### src/rtl/mem_arb_pkg.sv
// Shared types and constants for the unified-memory port arbiter.
package mem_arb_pkg;

   typedef enum logic [1:0] {
      IDLE  = 2'd0,
      ISSUE = 2'd1,
      WAIT  = 2'd2,
      DONE  = 2'd3
   } arb_state_t;

   localparam logic REQ_CPU = 1'b0;
   localparam logic REQ_LDR = 1'b1;

   localparam int unsigned ADDR_W_DEF  = 12;
   localparam int unsigned DATA_W_DEF  = 16;
   localparam int unsigned MEM_LAT_DEF = 2;
   localparam int unsigned CNT_W       = 4;

endpackage

### src/rtl/mem_port_arbiter.sv
// Round-robin arbiter for the controller and loader ports sharing one memory,
// sequencing each grant through a fixed-latency read/write and a ready pulse.
module mem_port_arbiter
   import mem_arb_pkg::*;
#(
   parameter int unsigned ADDR_W  = ADDR_W_DEF,
   parameter int unsigned DATA_W  = DATA_W_DEF,
   parameter int unsigned MEM_LAT = MEM_LAT_DEF
) (
   input  logic              clk,
   input  logic              rst,
   input  logic              cpu_req,
   input  logic              cpu_we,
   input  logic [ADDR_W-1:0] cpu_addr,
   input  logic [DATA_W-1:0] cpu_wdata,
   output logic              cpu_ready,
   output logic [DATA_W-1:0] cpu_rdata,
   input  logic              ldr_req,
   input  logic              ldr_we,
   input  logic [ADDR_W-1:0] ldr_addr,
   input  logic [DATA_W-1:0] ldr_wdata,
   output logic              ldr_ready,
   output logic [DATA_W-1:0] ldr_rdata,
   output logic              mem_en,
   output logic              mem_we,
   output logic [ADDR_W-1:0] mem_addr,
   output logic [DATA_W-1:0] mem_wdata,
   input  logic [DATA_W-1:0] mem_rdata,
   output logic              busy
);

   localparam logic [CNT_W-1:0] CNT_INIT = CNT_W'(MEM_LAT);
   localparam logic [CNT_W-1:0] CNT_ONE  = {{(CNT_W-1){1'b0}}, 1'b1};

   // On a tie the requester that did not win last time is picked.
   function automatic logic rr_pick(input logic c_req, input logic l_req, input logic last);
      if (c_req && l_req) return ~last;
      return c_req ? REQ_CPU : REQ_LDR;
   endfunction

   arb_state_t        state_q, state_d;
   logic              last_gnt_q, last_gnt_d;
   logic              gnt_q, gnt_d;
   logic              we_q, we_d;
   logic [ADDR_W-1:0] addr_q, addr_d;
   logic [DATA_W-1:0] wdata_q, wdata_d;
   logic [CNT_W-1:0]  cnt_q, cnt_d;

   logic              mem_en_q, mem_en_d;
   logic              mem_we_q, mem_we_d;
   logic [ADDR_W-1:0] mem_addr_q, mem_addr_d;
   logic [DATA_W-1:0] mem_wdata_q, mem_wdata_d;
   logic              cpu_ready_q, cpu_ready_d;
   logic              ldr_ready_q, ldr_ready_d;
   logic [DATA_W-1:0] cpu_rdata_q, cpu_rdata_d;
   logic [DATA_W-1:0] ldr_rdata_q, ldr_rdata_d;
   logic              busy_q, busy_d;

   logic              pick_s;
   logic              any_req_s;
   logic              capture_s;

   assign pick_s    = rr_pick(cpu_req, ldr_req, last_gnt_q);
   assign any_req_s = cpu_req | ldr_req;
   assign capture_s = (state_q == WAIT) && (cnt_q == CNT_ONE);

   // State, transaction latch and registered outputs.
   always_ff @(posedge clk or negedge rst) begin
      if (!rst) begin
         state_q     <= IDLE;
         last_gnt_q  <= REQ_LDR;
         gnt_q       <= REQ_CPU;
         we_q        <= 1'b0;
         addr_q      <= {ADDR_W{1'b0}};
         wdata_q     <= {DATA_W{1'b0}};
         cnt_q       <= {CNT_W{1'b0}};
         mem_en_q    <= 1'b0;
         mem_we_q    <= 1'b0;
         mem_addr_q  <= {ADDR_W{1'b0}};
         mem_wdata_q <= {DATA_W{1'b0}};
         cpu_ready_q <= 1'b0;
         ldr_ready_q <= 1'b0;
         cpu_rdata_q <= {DATA_W{1'b0}};
         ldr_rdata_q <= {DATA_W{1'b0}};
         busy_q      <= 1'b0;
      end else begin
         state_q     <= state_d;
         last_gnt_q  <= last_gnt_d;
         gnt_q       <= gnt_d;
         we_q        <= we_d;
         addr_q      <= addr_d;
         wdata_q     <= wdata_d;
         cnt_q       <= cnt_d;
         mem_en_q    <= mem_en_d;
         mem_we_q    <= mem_we_d;
         mem_addr_q  <= mem_addr_d;
         mem_wdata_q <= mem_wdata_d;
         cpu_ready_q <= cpu_ready_d;
         ldr_ready_q <= ldr_ready_d;
         cpu_rdata_q <= cpu_rdata_d;
         ldr_rdata_q <= ldr_rdata_d;
         busy_q      <= busy_d;
      end
   end

   // Next-state logic: grant in IDLE, issue, count read latency, complete.
   always_comb begin
      state_d    = state_q;
      last_gnt_d = last_gnt_q;
      gnt_d      = gnt_q;
      we_d       = we_q;
      addr_d     = addr_q;
      wdata_d    = wdata_q;
      cnt_d      = cnt_q;
      case (state_q)
         IDLE: begin
            if (any_req_s) begin
               gnt_d      = pick_s;
               last_gnt_d = pick_s;
               if (pick_s == REQ_CPU) begin
                  we_d    = cpu_we;
                  addr_d  = cpu_addr;
                  wdata_d = cpu_wdata;
               end else begin
                  we_d    = ldr_we;
                  addr_d  = ldr_addr;
                  wdata_d = ldr_wdata;
               end
               state_d = ISSUE;
            end else begin
               state_d = IDLE;
            end
         end
         ISSUE: begin
            if (we_q) begin
               state_d = DONE;
            end else begin
               cnt_d   = CNT_INIT;
               state_d = WAIT;
            end
         end
         WAIT: begin
            cnt_d = cnt_q - CNT_ONE;
            if (cnt_q == CNT_ONE) begin
               state_d = DONE;
            end else begin
               state_d = WAIT;
            end
         end
         DONE: begin
            state_d = IDLE;
         end
         default: begin
            state_d = IDLE;
         end
      endcase
   end

   // Outputs are registered, so they are derived from the state being entered.
   always_comb begin
      mem_en_d    = (state_d == ISSUE);
      mem_we_d    = mem_we_q;
      mem_addr_d  = mem_addr_q;
      mem_wdata_d = mem_wdata_q;
      cpu_ready_d = (state_d == DONE) && (gnt_q == REQ_CPU);
      ldr_ready_d = (state_d == DONE) && (gnt_q == REQ_LDR);
      cpu_rdata_d = cpu_rdata_q;
      ldr_rdata_d = ldr_rdata_q;
      busy_d      = (state_d != IDLE);
      if (state_d == ISSUE) begin
         mem_we_d    = we_d;
         mem_addr_d  = addr_d;
         mem_wdata_d = wdata_d;
      end else begin
         mem_we_d    = mem_we_q;
         mem_addr_d  = mem_addr_q;
         mem_wdata_d = mem_wdata_q;
      end
      if (capture_s && (gnt_q == REQ_CPU)) begin
         cpu_rdata_d = mem_rdata;
      end else if (capture_s && (gnt_q == REQ_LDR)) begin
         ldr_rdata_d = mem_rdata;
      end else begin
         cpu_rdata_d = cpu_rdata_q;
         ldr_rdata_d = ldr_rdata_q;
      end
   end

   assign mem_en    = mem_en_q;
   assign mem_we    = mem_we_q;
   assign mem_addr  = mem_addr_q;
   assign mem_wdata = mem_wdata_q;
   assign cpu_ready = cpu_ready_q;
   assign ldr_ready = ldr_ready_q;
   assign cpu_rdata = cpu_rdata_q;
   assign ldr_rdata = ldr_rdata_q;
   assign busy      = busy_q;

endmodule
### config.mk
export PLATFORM = sky130hd
export DESIGN_NAME = mem_port_arbiter
export DESIGN_NICKNAME = d
export VERILOG_FILES = /design/src/rtl/mem_arb_pkg.sv /design/src/rtl/mem_port_arbiter.sv
export SDC_FILE = /design/constraint.sdc
export NUM_CORES = 1
export LEC_CHECK = 0
export CORE_MARGIN = 3
export CORE_UTILIZATION = 40
export CTS_CLUSTER_DIAMETER = 150
export DETAILED_ROUTE_END_ITERATION = 7
export PLACE_DENSITY = 0.71
export SLEW_MARGIN = 20
export SYNTH_ARGS = -nofsm -noshare
export SYNTH_HDL_FRONTEND = slang
export SYNTH_SLANG_ARGS = --single-unit
### constraint.sdc
create_clock -name clk -period 2.4 [get_ports clk]
set_input_delay 0.36 -clock clk [delete_from_list [all_inputs] [get_ports clk]]
set_output_delay 0.36 -clock clk [all_outputs]
set_load 0.01 [all_outputs]
# Word-level counts from Yosys, hierarchy flattened
# Index checks and enable logic that the tools add are counted.
[word_totals]
regBits = 102
input_bits = 78
[classes]
n_reduce_logical = 12
n_bitwise = 4
n_addsub = 1
eq_ne = 7
muxes = 19
[ops]
columns = ["op", "count"]
rows = [
  ["two-way mux 16 bit", 3],
  ["two-way mux 12 bit", 3],
  ["two-way mux 1 bit", 10],
  ["one-hot mux 2 bit (4 select lines)", 1],
  ["one-hot mux 4 bit (2 select lines)", 1],
  ["== test 2 bit, second input constant", 3],
  ["logical AND 1 bit", 6],
  ["AND reduction 2 bit", 3],
  ["== test 2 x 1 -> 1 bit, second input constant", 2],
  ["== test 4 x 1 -> 1 bit, second input constant", 1],
  ["two-way mux 4 bit", 1],
  ["nonzero test 2 bit", 2],
  ["subtractor 4 x 1 -> 4 bit, second input constant", 1],
  ["NOT 1 bit", 3],
  ["zero test 2 bit", 1],
  ["inequality test 2 bit, second input constant", 1],
  ["bitwise OR 1 bit", 1],
]

# Depth between registers and ports, before layout
# Gate-level depths: netlist of the first run.
[logic_depth]
ltp_word = 6
depth_mapped = 8
mapped_depth_nobuf = 6

# Worst setup path after synthesis of the first run
# Ideal clock, no wire load.
[synth_path]
kind = "reg-to-reg"
start = "register state_q[0]"
end = "register cpu_rdata_q[10] (netlist: cpu_rdata[10])"
arrival_time_ns = 1.648
period_less_slack_ns = 1.773
required_time_ns = 2.275
stages_incl_launch_ff = 8
slack_ns = 0.627
path_cell_list = "dfrtp_1 > inv_1 > ha_1 > and4bb_4 > nor2b_4 > buf_6 > buf_8 > mux2_4"
[synth_between]
elab_chain_len = 3
[synth_lines]
columns = ["item", "line", "text"]
rows = [
  ["from (decl)", "mem_port_arbiter.sv:41", "arb_state_t state_q, state_d;"],
  ["from (signal assigned)", "mem_port_arbiter.sv:87", "state_q <= state_d;"],
  ["== test 2 bit", "mem_port_arbiter.sv:65", "assign capture_s = (state_q == WAIT) && (cnt_q == CNT_ONE);"],
  ["logical AND 1 bit", "mem_port_arbiter.sv:65", ""],
  ["logical AND 1 bit", "mem_port_arbiter.sv:179", "if (capture_s && (gnt_q == REQ_CPU)) begin"],
  ["to (signal assigned)", "mem_port_arbiter.sv:83", "cpu_rdata_q <= {DATA_W{1'b0}};"],
  ["to (signal assigned)", "mem_port_arbiter.sv:100", "cpu_rdata_q <= cpu_rdata_d;"],
  ["to (decl)", "mem_port_arbiter.sv:55", "logic [DATA_W-1:0] cpu_rdata_q, cpu_rdata_d;"],
]
# No other way between the ends.
# A chain may end at the register's enable or synchronous reset.

# Worst setup path after layout of the first run
[layout_path]
start = "register state_q[0]"
end = "register cpu_rdata_q[8] (netlist: cpu_rdata[8])"
# The elaborated chain is that of the path after synthesis.

==> impl_metrics.tcl, run 1 <==
set metrics [dict create \
    status "finished clean" \
    netlist_top_cells_area "sky130_fd_sc_hd__dfrtp_1 (58%), sky130_fd_sc_hd__nand2_1 (5.5%), sky130_fd_sc_hd__mux2_2 (5.4%)" \
    crit-reg2reg-launch "state_q[0]$_DFF_PN0_" \
    grt_setup_unrepaired "false" \
    worst_pin_slew_ns 0.686 \
    critPathLaunch "state_q[0]$_DFF_PN0_" \
    reg2reg_to "cpu_rdata[8]$_DFFE_PN0P_" \
    crit_path_cell_trace "inv_1 > ha_1 > and4bb_4 > nor2b_4 > buf_4 > mux2_4" \
    cpLargestDelayFamily "simple AND/OR/NAND/NOR gates" \
    syn_avg_cell_area_um2 10.7 \
    power.clock.fraction 0.147 \
    drt_iter0_markers 120 \
    worstPathRequired_ns 2.64 \
    clock_sinks 102 \
    path_depth 6 \
    ff2ff_setup_slack_ns 0.27 \
    global_route.peak_usage_layer "met2" \
    critical_path.endpoint_type "flop" \
    layout.cells.most_common_list "sky130_fd_sc_hd__clkdlybuf4s50_1 (141), sky130_fd_sc_hd__dfrtp_1 (101), sky130_fd_sc_hd__nand2_1 (64)" \
    post_cts_resized 0 \
    numCtsBuffers 9 \
    swShare 0.353 \
    critPathBufInv 2 \
    slew_viol_final 0 \
    syn2layout_area_growth_pct 40.7 \
    fp.dieH_um 111 \
    asyncSetResetFlopFracSynth 1.00 \
    finalNetCount 629 \
    antenna_cells 0 \
    maximum_vdd_drop_mv 0.498 \
    via_count 3417 \
    place_congestion 0.794 \
    grt_antenna_before_repair 0 \
    clock_skew_ns 0.00942 \
    std_cell_rows 37 \
    drv_cap 0 \
    cts_max_path_buffers 2 \
    finalCritPeriodShare 0.886 \
    grtUsageMet1 0.223 \
    port_buffers 142 \
    postSynth.topFlopCell "sky130_fd_sc_hd__dfrtp_1" \
    cpPeakStageDelay_ns 0.39 \
    layout-drive-gt1-share 0.117 \
    timing_worst_setup_path_type "flop to flop" \
    worst_skew_pair.late_latency_ns 0.36 \
    dieWidth_um 111 \
    groute.layer.met2.usage 0.282 \
    drt_drc_violations_left 0 \
    global_route.usage.met3 0.0515 \
    synth_cells 408 \
    synth_edf_count 0 \
    syn-cell-area_mm2 0.00437 \
    final_hold_violations 0 \
    worst-endpoint-arrival_ns 2.37 \
    synth_top_area_cell "sky130_fd_sc_hd__dfrtp_1" \
    htreeDepth 3 \
    final.min_clock_period_ns 2.13 \
    post-cts-setup-buffers 0 \
    floorplan.core_area_mm2 0.0105 \
    post_drt_via_cell_ratio 4.99 \
    max_clock_freq_mhz 470 \
    post-synth-top-area-fraction 0.578 \
    timing.final.setup_violations 0 \
    worst_path_max_delay_cell "sky130_fd_sc_hd__dfrtp_1" \
    drt-total-wl_mm 10.3 \
    timing.hold.worst.class "input pin to asynchronous set/reset pin" \
    worst-r2r-cell-count 6 \
    critPathCapture "cpu_rdata[8]$_DFFE_PN0P_" \
    seq_area_mm2 0.00255 \
    synth.yosys.seq_area_share 0.584 \
    clkTransAtPathRegs_ns 0.09 \
    floorplan_die_area_mm2 0.0122 \
    grt-ovfl-total 0 \
    share_seq_of_total_power 0.380 \
    floorplan.io_pins 143 \
    antenna_violating_nets_post_route 0 \
    yosysUniqueCellTypes 34 \
    multi_input_comb_area_mm2 0.00165 \
    grt_pass1_vias 3503 \
    postSynthNetCount 492 \
    drtPass1Iterations 4 \
    switching_power_mw 2.77 \
    num-fill-cells 920 \
    grt_resource_usage_total 0.171 \
    crit_path_start_kind "flop" \
    wire_length_of_the_first_global_routing_pass_mm 17.3 \
    detailedPlacementHpwl_mm 7.53 \
    total_negative_slack_for_setup_checks_ns 0 \
    clock-root-buffer "sky130_fd_sc_hd__clkbuf_8" \
    initial_core_util 0.418 \
    routedWlPerCell_um 15.0 \
    share_comb_of_total_power 0.472 \
    pin_count_of_the_biggest_net_entering_global_routing 63 \
    final_common_cell "sky130_fd_sc_hd__clkdlybuf4s50_1" \
    worst_hold_slack_ns 0.000825 \
    timing.slew.headroom 0.540 \
    power_density_mw_per_mm2 1280 \
    critical_path.max_fanout 9 \
    tritoncts_clock_tree "yes" \
    internal_dissipation_mw 5.08 \
    ys_warn_count 0 \
    p_leak_nw 2.64 \
    synth-seq-cells 102 \
    cts_hold_buffers 0 \
]
layer usage:
layer | vias up | part of all wire
li1 | 1652 | -
met1 | 1644 | 0.44
met2 | 111 | 0.48
met3 | 10 | 0.076
met4 | 0 | 0.0090
met5 | - | 0
flip-flops by register name (all words and copies together), names as in the netlist:
name and cells:
ldr_rdata 16, mem_addr 12, ldr_ready 1, gnt_q 1, mem_wdata 16, mem_we 1
wdata_q 16, last_gnt_q 1, cpu_ready 1, mem_en 1, busy 1, addr_q 12
cpu_rdata 16, we_q 1, cnt_q 4, state_q 2
layout make-up:
| cell class | count | area share |
|---|---|---|
| sequential | 102 | 0.415 |
| multi-input combinational | 274 | 0.268 |
| timing repair buffer | 152 | 0.251 |
| tap | 136 | 0.0276 |
| clock buffer | 10 | 0.0207 |
| clock inverter | 5 | 0.0138 |
| inverter | 6 | 0.00366 |
power by group through the flow:
stage	Clock, mW	Combinational (mW)	Sequential (mW)
final	1.16	3.71	2.99
after global routing	1.25	4.12	3.08
after CTS	1.18	3.78	3.00
after detailed placement	0	3.77	3.02
after global placement	0	3.63	3.00
after floorplan	0	1.83	3.18
cells in the mapped netlist (2+ instances only):
| library cell | count |
|---|---|
| sky130_fd_sc_hd__dfrtp_1 | 101 |
| sky130_fd_sc_hd__nand2_1 | 64 |
| sky130_fd_sc_hd__nor2_1 | 61 |
| sky130_fd_sc_hd__a21oi_1 | 32 |
| sky130_fd_sc_hd__o21ai_0 | 31 |
| sky130_fd_sc_hd__o31ai_1 | 29 |
| sky130_fd_sc_hd__mux2_2 | 21 |
| sky130_fd_sc_hd__buf_2 | 10 |
| sky130_fd_sc_hd__mux2_4 | 10 |
| sky130_fd_sc_hd__clkbuf_1 | 7 |
| sky130_fd_sc_hd__ha_1 | 6 |
| sky130_fd_sc_hd__inv_1 | 6 |
| sky130_fd_sc_hd__buf_6 | 4 |
| sky130_fd_sc_hd__clkbuf_2 | 3 |
| sky130_fd_sc_hd__a22o_1 | 2 |
| sky130_fd_sc_hd__mux2_1 | 2 |
| sky130_fd_sc_hd__o21a_1 | 2 |
worst min path at each step:
stage	startpoint	endpoint	cells past startpoint
CTS	rst	ldr_rdata[8]$_DFFE_PN0P_	1
finish	rst	ldr_rdata[8]$_DFFE_PN0P_	1
detailed placement	rst	ldr_rdata[8]$_DFFE_PN0P_	1
global placement	rst	ldr_rdata[7]$_DFFE_PN0P_	1
global route	rst	ldr_rdata[8]$_DFFE_PN0P_	1
floorplan	rst	addr_q[0]$_DFF_PN0_	0
kinds of logic (layout without fill, tap and decap cells):
family | Yosys count | after routing | synth area share
muxes | 34 | 34 | 0.0958
and+or+nand+nor | 135 | 135 | 0.126
DFF | 102 | 102 | 0.584
AOI/OAI and AO/OA | 99 | 99 | 0.136
buffers and inverters | 32 | 173 | 0.0415
adders and majority gates | 6 | 6 | 0.0172
per-stage QoR:
step | area, um^2 | instances | worst slack, ns | util | total power, mW
floorplan | 4370 | 408 | 0.627 | - | 5.02
global placement | 5940 | 670 | 0.339 | 0.568 | 6.63
detailed placement | 5940 | 670 | 0.293 | 0.568 | 6.78
CTS | 6150 | 685 | 0.259 | 0.588 | 7.95
global route | 6150 | 685 | 0.169 | 0.588 | 8.46
finish | 6150 | 685 | 0.273 | 0.588 | 7.85
Note: power is estimated with default switching activity, not from simulation.
==> run 2: changes to the inputs <==
CAP_MARGIN = 15   (was not set)
SLEW_MARGIN = not set   (was 20)
==> results of run 2 <==
The final DEF is identical to that of run 1; final timing and power are the same.
